`src/rtl/ram_frame_capture_if.sv`:
```
// Pixel stream, RAM write port and scanner handshake of the frame capture block.
interface ram_frame_capture_if #(
  parameter int DATA_W = 8
);
  logic              i_sof;
  logic              i_pix_valid;
  logic [DATA_W-1:0] i_pix_data;
  logic              i_scan_busy;
  logic              o_ram_we;
  logic [9:0]        o_ram_addr;
  logic [DATA_W-1:0] o_ram_din;
  logic              o_start_scan;

  // Pixel source / scanner side
  modport master (
    output i_sof, i_pix_valid, i_pix_data, i_scan_busy,
    input  o_ram_we, o_ram_addr, o_ram_din, o_start_scan
  );

  // Capture block side
  modport slave (
    input  i_sof, i_pix_valid, i_pix_data, i_scan_busy,
    output o_ram_we, o_ram_addr, o_ram_din, o_start_scan
  );
endinterface

```
`src/rtl/ram_frame_capture.sv`:
```
// Captures one sensor frame into the debug RAM, kicks the scanner, and holds
// off further capture until the scan has finished.
module ram_frame_capture #(
  parameter int DATA_W   = 8,
  parameter int NPIX     = 576,
  parameter int SCAN_TMO = 15
) (
  input  logic                clk,
  input  logic                rst,
  input  logic                i_arm,
  input  logic                i_continuous,
  input  logic                i_clear_err,
  ram_frame_capture_if.slave  bus,
  output logic                o_busy,
  output logic [15:0]         o_frame_cnt,
  output logic                o_err_overrun,
  output logic                o_err_short,
  output logic                o_err_scan
);

  localparam logic [2:0] S_IDLE      = 3'd0;
  localparam logic [2:0] S_WAIT_SOF  = 3'd1;
  localparam logic [2:0] S_CAPTURE   = 3'd2;
  localparam logic [2:0] S_DONE      = 3'd3;
  localparam logic [2:0] S_WAIT_SCAN = 3'd4;

  localparam logic [9:0]    NPIX_L   = 10'(NPIX);
  localparam int            TMO_W    = (SCAN_TMO > 1) ? $clog2(SCAN_TMO) : 1;
  localparam logic [TMO_W-1:0] TMO_LAST = TMO_W'(SCAN_TMO - 1);

  logic [2:0]        state_q, state_d;
  logic [9:0]        cnt_q, cnt_d;
  logic [TMO_W-1:0]  tmo_q, tmo_d;
  logic              phase_q, phase_d;   // 0: waiting for scanner busy, 1: waiting for it to drop
  logic              we_q, we_d;
  logic [9:0]        addr_q, addr_d;
  logic [DATA_W-1:0] din_q, din_d;
  logic              start_q, start_d;
  logic              busy_q, busy_d;
  logic [15:0]       frame_q, frame_d;
  logic              ovr_q, ovr_d;
  logic              short_q, short_d;
  logic              scan_q, scan_d;

  // Next-state, write-port and status decode
  always_comb begin
    state_d = state_q;
    cnt_d   = cnt_q;
    tmo_d   = tmo_q;
    phase_d = phase_q;
    we_d    = 1'b0;
    addr_d  = addr_q;
    din_d   = din_q;
    start_d = 1'b0;
    frame_d = frame_q;
    ovr_d   = i_clear_err ? 1'b0 : ovr_q;
    short_d = i_clear_err ? 1'b0 : short_q;
    scan_d  = i_clear_err ? 1'b0 : scan_q;

    case (state_q)
      S_IDLE: begin
        if (i_arm) begin
          state_d = S_WAIT_SOF;
          cnt_d   = '0;
        end
      end
      S_WAIT_SOF: begin
        if (bus.i_pix_valid && bus.i_sof) begin
          we_d    = 1'b1;
          addr_d  = '0;
          din_d   = bus.i_pix_data;
          cnt_d   = 10'd1;
          state_d = (NPIX_L == 10'd1) ? S_DONE : S_CAPTURE;
        end
      end
      S_CAPTURE: begin
        if (bus.i_pix_valid) begin
          we_d  = 1'b1;
          din_d = bus.i_pix_data;
          if (bus.i_sof) begin
            // A fresh SOF abandons the partial frame and restarts at address 0.
            short_d = 1'b1;
            addr_d  = '0;
            cnt_d   = 10'd1;
          end else begin
            addr_d = cnt_q;
            cnt_d  = cnt_q + 10'd1;
            if (cnt_q + 10'd1 == NPIX_L) state_d = S_DONE;
          end
        end
      end
      S_DONE: begin
        if (bus.i_pix_valid) ovr_d = 1'b1;
        start_d = 1'b1;
        frame_d = frame_q + 16'd1;
        tmo_d   = '0;
        phase_d = 1'b0;
        state_d = S_WAIT_SCAN;
      end
      S_WAIT_SCAN: begin
        if (bus.i_pix_valid) ovr_d = 1'b1;
        if (!phase_q) begin
          if (bus.i_scan_busy) begin
            phase_d = 1'b1;
          end else if (tmo_q == TMO_LAST) begin
            scan_d  = 1'b1;
            state_d = i_continuous ? S_WAIT_SOF : S_IDLE;
            cnt_d   = '0;
          end else begin
            tmo_d = tmo_q + TMO_W'(1);
          end
        end else if (!bus.i_scan_busy) begin
          state_d = i_continuous ? S_WAIT_SOF : S_IDLE;
          cnt_d   = '0;
        end
      end
      default: state_d = S_IDLE;
    endcase

    busy_d = (state_d != S_IDLE);
  end

  // State and registered outputs, asynchronously cleared
  always_ff @(posedge clk or negedge rst) begin
    if (!rst) begin
      state_q <= S_IDLE;
      cnt_q   <= '0;
      tmo_q   <= '0;
      phase_q <= 1'b0;
      we_q    <= 1'b0;
      addr_q  <= '0;
      din_q   <= '0;
      start_q <= 1'b0;
      busy_q  <= 1'b0;
      frame_q <= '0;
      ovr_q   <= 1'b0;
      short_q <= 1'b0;
      scan_q  <= 1'b0;
    end else begin
      state_q <= state_d;
      cnt_q   <= cnt_d;
      tmo_q   <= tmo_d;
      phase_q <= phase_d;
      we_q    <= we_d;
      addr_q  <= addr_d;
      din_q   <= din_d;
      start_q <= start_d;
      busy_q  <= busy_d;
      frame_q <= frame_d;
      ovr_q   <= ovr_d;
      short_q <= short_d;
      scan_q  <= scan_d;
    end
  end

  assign bus.o_ram_we     = we_q;
  assign bus.o_ram_addr   = addr_q;
  assign bus.o_ram_din    = din_q;
  assign bus.o_start_scan = start_q;
  assign o_busy           = busy_q;
  assign o_frame_cnt      = frame_q;
  assign o_err_overrun    = ovr_q;
  assign o_err_short      = short_q;
  assign o_err_scan       = scan_q;

endmodule

```
`src/flat_wrapper.sv`:
```
// flat-port wrapper written by rule: the top's interface ports become plain ports
module ram_frame_capture_flat 
#(
  parameter int DATA_W   = 8,
  parameter int NPIX     = 576,
  parameter int SCAN_TMO = 15
)
  (clk, rst, i_arm, i_continuous, i_clear_err, o_busy, o_frame_cnt, o_err_overrun, o_err_short, o_err_scan, bus_i_sof, bus_i_pix_valid, bus_i_pix_data, bus_i_scan_busy, bus_o_ram_we, bus_o_ram_addr, bus_o_ram_din, bus_o_start_scan);
  ram_frame_capture_if #(.DATA_W(DATA_W)) bus_i ();
  input  logic clk;
  input  logic rst;
  input  logic i_arm;
  input  logic i_continuous;
  input  logic i_clear_err;
  output logic o_busy;
  output logic [15:0] o_frame_cnt;
  output logic o_err_overrun;
  output logic o_err_short;
  output logic o_err_scan;
  input wire logic [$bits(bus_i.i_sof)-1:0] bus_i_sof;
  input wire logic [$bits(bus_i.i_pix_valid)-1:0] bus_i_pix_valid;
  input wire logic [$bits(bus_i.i_pix_data)-1:0] bus_i_pix_data;
  input wire logic [$bits(bus_i.i_scan_busy)-1:0] bus_i_scan_busy;
  output wire logic [$bits(bus_i.o_ram_we)-1:0] bus_o_ram_we;
  output wire logic [$bits(bus_i.o_ram_addr)-1:0] bus_o_ram_addr;
  output wire logic [$bits(bus_i.o_ram_din)-1:0] bus_o_ram_din;
  output wire logic [$bits(bus_i.o_start_scan)-1:0] bus_o_start_scan;
  assign bus_i.i_sof = bus_i_sof;
  assign bus_i.i_pix_valid = bus_i_pix_valid;
  assign bus_i.i_pix_data = bus_i_pix_data;
  assign bus_i.i_scan_busy = bus_i_scan_busy;
  assign bus_o_ram_we = bus_i.o_ram_we;
  assign bus_o_ram_addr = bus_i.o_ram_addr;
  assign bus_o_ram_din = bus_i.o_ram_din;
  assign bus_o_start_scan = bus_i.o_start_scan;
  ram_frame_capture #(.DATA_W(DATA_W), .NPIX(NPIX), .SCAN_TMO(SCAN_TMO)) u_core (.clk(clk), .rst(rst), .i_arm(i_arm), .i_continuous(i_continuous), .i_clear_err(i_clear_err), .bus(bus_i), .o_busy(o_busy), .o_frame_cnt(o_frame_cnt), .o_err_overrun(o_err_overrun), .o_err_short(o_err_short), .o_err_scan(o_err_scan));
endmodule
```
`config.mk`:
```
export PLATFORM = sky130hd
export DESIGN_NAME = ram_frame_capture_flat
export DESIGN_NICKNAME = d
export VERILOG_FILES = /design/src/rtl/ram_frame_capture_if.sv /design/src/rtl/ram_frame_capture.sv /design/src/flat_wrapper.sv
export SDC_FILE = /design/constraint.sdc
export NUM_CORES = 1
export LEC_CHECK = 0
export BUFFER_PORTS_ARGS = -buffer_cell sky130_fd_sc_hd__buf_2
export CAP_MARGIN = 10
export CORE_MARGIN = 3
export CORE_UTILIZATION = 46
export CTS_BUF_LIST = sky130_fd_sc_hd__clkbuf_16
export DETAILED_ROUTE_END_ITERATION = 12
export GPL_TIMING_DRIVEN = 0
export PLACE_DENSITY = 0.69
export SKIP_LAST_GASP = 1
export SLEW_MARGIN = 20
export SYNTH_ARGS = -nofsm -noshare
export SYNTH_HDL_FRONTEND = slang
export SYNTH_SLANG_ARGS = --single-unit
```
`constraint.sdc`:
```
create_clock -name clk -period 2.25 [get_ports clk]
set_input_delay 0.225 -clock clk [delete_from_list [all_inputs] [get_ports clk]]
set_output_delay 0.225 -clock clk [all_outputs]
set_load 0.05 [all_outputs]
```
Word-level counts from Yosys, hierarchy flattened
Cells that the tools add are included.

Add/sub/neg operators: 3. $mul: 0. Div/mod/pow operators: 0. $lt $le $gt $ge: 0. Eq/ne operators: 13. Shift-type cells: 0. Muxes and demuxes: 50. Bitwise gates (word level): 0. Reductions and logical operators: 10.

Operators by type and width (count): two-way mux 10 bit (11); case mux 10 bit (4 select lines) (1); two-way mux 3 bit (9); case mux 10 bit (2 select lines) (1); two-way mux 1 bit (18); adder 16 x 1 -> 16 bit, second input constant (1); two-way mux 8 bit (2); case mux 8 bit (2 select lines) (1); case mux 3 bit (5 select lines) (1); two-way mux 4 bit (3); adder 10 x 1 -> 10 bit, second input constant (1); == test 10 bit, second input constant (1); != test 2 bit, second input constant (5); case mux 4 bit (2 select lines) (1); == test 3 x 2 -> 1 bit, second input constant (2); AND reduction 6 bit (1); adder 4 x 1 -> 4 bit, second input constant (1); == test 4 bit, second input constant (1); case mux 1 bit (2 select lines) (2); AND reduction 4 bit (1); nonzero test 2 bit (2); nonzero test 4 bit (1); == test 3 x 1 -> 1 bit, second input constant (1); == test 3 bit, second input constant (1); 7 further kinds (7).

Register bits: 58. Latch bits: 0. Bits in writable memories: 0. Bits in read-only memories: 0. Input port bits: 16. Output and inout bits: 40. Word-level logic and storage cells: 89. Memories: 0.

Depth between registers and ports, before layout
Depth in word-level cells: 7. Mapped depth: 7. Gate-level depth less buffers: 6.

Worst setup path before layout
Ideal clock, no wire load.

Path kind: register to register. Start point: reg u_core.tmo_q[0]. End point: reg u_core.cnt_q[6]. Setup time: 125 ps. Arrival: 1657 ps. Data required time: 2125 ps. Setup slack: 468 ps. Stages on the path, launching flop included: 8. Buffers on the path: 1. Period minus slack after synthesis: 1782 ps. Cells stage by stage: dfrtp_1 -> inv_1 -> ha_1 -> a31oi_1 -> o21ai_2 -> o21a_1 -> buf_6 -> mux2_4.

Word-level cells in the longest chain between the ends: 3.

RTL lines: start, declared (line ram_frame_capture.sv:33) `logic [TMO_W-1:0] tmo_q, tmo_d;`; start signal, assigned (line ram_frame_capture.sv:142) `tmo_q <= tmo_d;`; == test 4 bit (line ram_frame_capture.sv:105) `end else if (tmo_q == TMO_LAST) begin`; != test 3 x 1 -> 1 bit (no line); AND reduction 6 bit (no line); end signal, assigned (line ram_frame_capture.sv:141) `cnt_q <= cnt_d;`; end, declared (line ram_frame_capture.sv:32) `logic [9:0] cnt_q, cnt_d;`.

Every way passes these cells. A chain may end at the register's enable or synchronous reset.

Worst setup path after layout
Same ends and word-level chain as after synthesis.

==> impl_metrics.env <==
export IMPL_final_common_cell="nand2_1"
export IMPL_fill_cells=499
export IMPL_synth_seq_area_share_pct=51.3
export IMPL_grt_overflow_total=0
export IMPL_fin_total_pwr_w=0.00436
export IMPL_start_util_pct=49.3
export IMPL_num_antenna_cells=0
export IMPL_cts_max_level=3
export IMPL_required_ps=2460
export IMPL_stdcell_count=425
export IMPL_synth_seq_cells=58
export IMPL_dr_pass1_iters=4
export IMPL_synth_distinct_cells=50
export IMPL_clock_latency_ps=330
export IMPL_finalCriticalPeriod_ps=2020
export IMPL_max_freq_mhz=494
export IMPL_power_leakage_nw=1.73
export IMPL_place_congestion=0.862
export IMPL_final_max_slew_violation_count=0
export IMPL_grt_max_degree=59
export IMPL_crit_start="u_core.tmo_q[0]$_DFFE_PN0P_"
export IMPL_end_kind="register"
export IMPL_syn_nets=301
export IMPL_detail_route_antenna_nets=0
export IMPL_dieWidth_um=84.5
export IMPL_clkSinkCount=58
export IMPL_die_y_um=84.5
export IMPL_path_class="reg2reg"
export IMPL_rsz0062_at_grt="no"
export IMPL_synth_edf_count=0
export IMPL_slowest_delay_ps=420
export IMPL_cts_root_buf="clkbuf_16"
export IMPL_design_area_um2=3540
export IMPL_viasPerCell=5.34
export IMPL_max_slew_margin_pct=52.6
export IMPL_cpMaxStageDelayCell="o21ai_2"
export IMPL_critPathMaxFanout=10
export IMPL_synthToLayoutAreaGrowth_pct=25.1
export IMPL_hp_class="in2reg"
export IMPL_status="finished, final reports clean"
export IMPL_ir_drop_mv=0.771
export IMPL_syn_inst=281
export IMPL_antenna_found_initial=0
export IMPL_synth_async_sr_flop_share_pct=100
export IMPL_cts_buffers=9
export IMPL_worstMarginPinSlew_ps=710
export IMPL_wl_per_cell_um=14.2
export IMPL_drt_iter0_drc=112
export IMPL_finalCritPeriodShare_pct=90.0
export IMPL_cp_start_kind="register"
export IMPL_p_per_area_nw_per_um2=1230
export IMPL_synthesis_area_um2=2830
export IMPL_drc_errors=0
export IMPL_routed_wl_um=6030
export IMPL_drive_gt1_share_pct=26.1
export IMPL_avgSynthCellArea_um2=10.1
export IMPL_ys_warn_count=0
export IMPL_final_setup_tns_ps=0
export IMPL_crit_family="compound AO/OA/AOI/OAI gates"
export IMPL_post_cts_resize_count=0
export IMPL_r2r_setup_slack_ps=230
export IMPL_timing_rr_start="u_core.tmo_q[0]$_DFFE_PN0P_"
export IMPL_final_cell_mix="59 x nand2_1, 58 x buf_2, 58 x dfrtp_1"
export IMPL_path_clk_slew_ps=50
export IMPL_grt_pass1_vias=2301
export IMPL_layout_nets=368
export IMPL_path_cells="inv_1, ha_1, a31oi_1, o21ai_2, o21a_1, buf_6, mux2_4"
export IMPL_rows=27
export IMPL_boundaryPins=56
export IMPL_via_count=2270
export IMPL_crit_arrival_ps=2230
export IMPL_cts_path_max_buffers=2
export IMPL_cp_buffers_inverters=2
export IMPL_grt_usage_pct=18.6
export IMPL_hold_violations=0
export IMPL_cts_tree="yes"
export IMPL_placed_cell_area_um2=3200
export IMPL_die_area_um2=7130
export IMPL_whs_ps=87.6
export IMPL_core_area_um2=5740
export IMPL_cap_violations=0
export IMPL_hpwl_um=4080
export IMPL_grt_pass1_wl_um=10800
export IMPL_setup_viol=0
export IMPL_min_delay_start="bus_i_pix_data[5]"
export IMPL_synth_ff_type="dfrtp_1"
export IMPL_fin_skew_ps=4.18
export IMPL_port_buffers=55
export IMPL_dp_cells=408
==> state kept, by name, indices dropped and copies added (netlist names) <==
name and count:
u_core.state_q 3, u_core.bus.o_ram_din 8, u_core.o_err_overrun 1, u_core.o_busy 1, u_core.phase_q 1, u_core.o_err_scan 1, u_core.cnt_q 10, u_core.bus.o_start_scan 1
u_core.o_err_short 1, u_core.bus.o_ram_addr 10, u_core.o_frame_cnt 16, u_core.bus.o_ram_we 1, u_core.tmo_q 4
==> synth_stat cells, types with 2 or more instances <==
cell type  instances  share of area [%]
nand2_1           59                7.8
dfrtp_1           58                 51
nand3_1           16                2.8
o21ai_0           13                2.3
xnor2_1           13                4.0
inv_1             11                1.5
o211ai_1          10                2.7
nor2_1             7               0.93
nor3_1             6                1.1
o31ai_1            6                1.6
and3_1             5                1.1
buf_6              5                2.0
xor2_1             5                1.5
buf_2              4               0.71
ha_1               4                1.8
nand4_1            4               0.88
a21oi_1            3               0.53
nand2b_1           3               0.66
o2bb2ai_1          3               0.93
or3_1              3               0.66
a211o_1            2               0.62
a22o_1             2               0.62
a32o_1             2               0.71
buf_1              2               0.27
clkbuf_1           2               0.27
mux2i_1            2               0.71
nor3_2             2               0.71
nor4_1             2               0.44
nor4b_2            2                1.1
o21a_1             2               0.53
o221ai_1           2               0.62
o32ai_1            2               0.62
or2_2              2               0.44
==> what timing repair did <==
action,CTS,global route
buffers inserted,0,0
endpoints found under the setup margin,0,0
endpoints found under the hold margin,22,0
hold buffers,1,0
==> cell families after synthesis <==
kind of cell	synth area share, %
AO/OA/AOI/OAI	13.2
XOR/XNOR	5.57
adder cells (fa/ha/maj)	1.77
buffers and inverters	4.99
flip-flops	51.3
multiplexers	1.24
AND/OR/NAND/NOR	22.0
==> worst paths after layout <==
check | endpoint | depth (start not counted)
max | u_core.cnt_q[6]$_DFFE_PN0P_ | 7
min | u_core.bus.o_ram_din[5]$_DFFE_PN0P_ | 3
max reg2reg | u_core.cnt_q[6]$_DFFE_PN0P_ | 7
min reg2reg | u_core.bus.o_ram_din[7]$_DFFE_PN0P_ | 2
max in group asynchronous | u_core.cnt_q[1]$_DFFE_PN0P_ | 2
min in group asynchronous | u_core.o_frame_cnt[7]$_DFFE_PN0P_ | 2
==> per-stage QoR <==
step	util [%]	worst slack [ps]
2_1_floorplan	-	468
3_3_place_gp	55.7	258
3_5_place_dp	55.7	214
4_1_cts	61.7	205
5_1_grt	61.7	53.1
6_report	61.7	226
==> per-layer routing <==
metal | share of wire, % | vias up | routed length (µm) | GRT usage (%)
li1 | - | 1127 | - | -
met1 | 48 | 1085 | 2900 | 24.4
met2 | 46 | 46 | 2750 | 29.8
met3 | 4.2 | 12 | 255 | 3.73
met4 | 2.1 | 0 | 126 | 8.63
met5 | 0 | - | 0 | 0
==> where the power goes <==
part / switching (W) / leakage [nW] / internal (W)
clock: 0.000458 / 0.164 / 0.00107
combinational: 0.00103 / 0.780 / 0.000436
sequential: 0.000138 / 0.783 / 0.00123
==> worst register-to-register path: stages, from the launching register on <==
cell,delay [ps]
dfrtp_1,410
inv_1,70
ha_1,160
a31oi_1,190
o21ai_2,420
o21a_1,200
buf_6,150
mux2_4,300
==> final cells by class <==
type / instances / area (µm²) / area share [%]
clock inverters: 7 / 108 / 3.04
clock buffers: 9 / 225 / 6.36
well taps: 72 / 90.1 / 2.54
flip-flops and latches: 58 / 1450 / 41.0
repair buffers: 56 / 288 / 8.12
multi-input cells: 197 / 1240 / 35.0
plain buffers: 14 / 96.3 / 2.72
inverters: 12 / 45.0 / 1.27
Note: power is estimated with default switching activity, not from simulation.
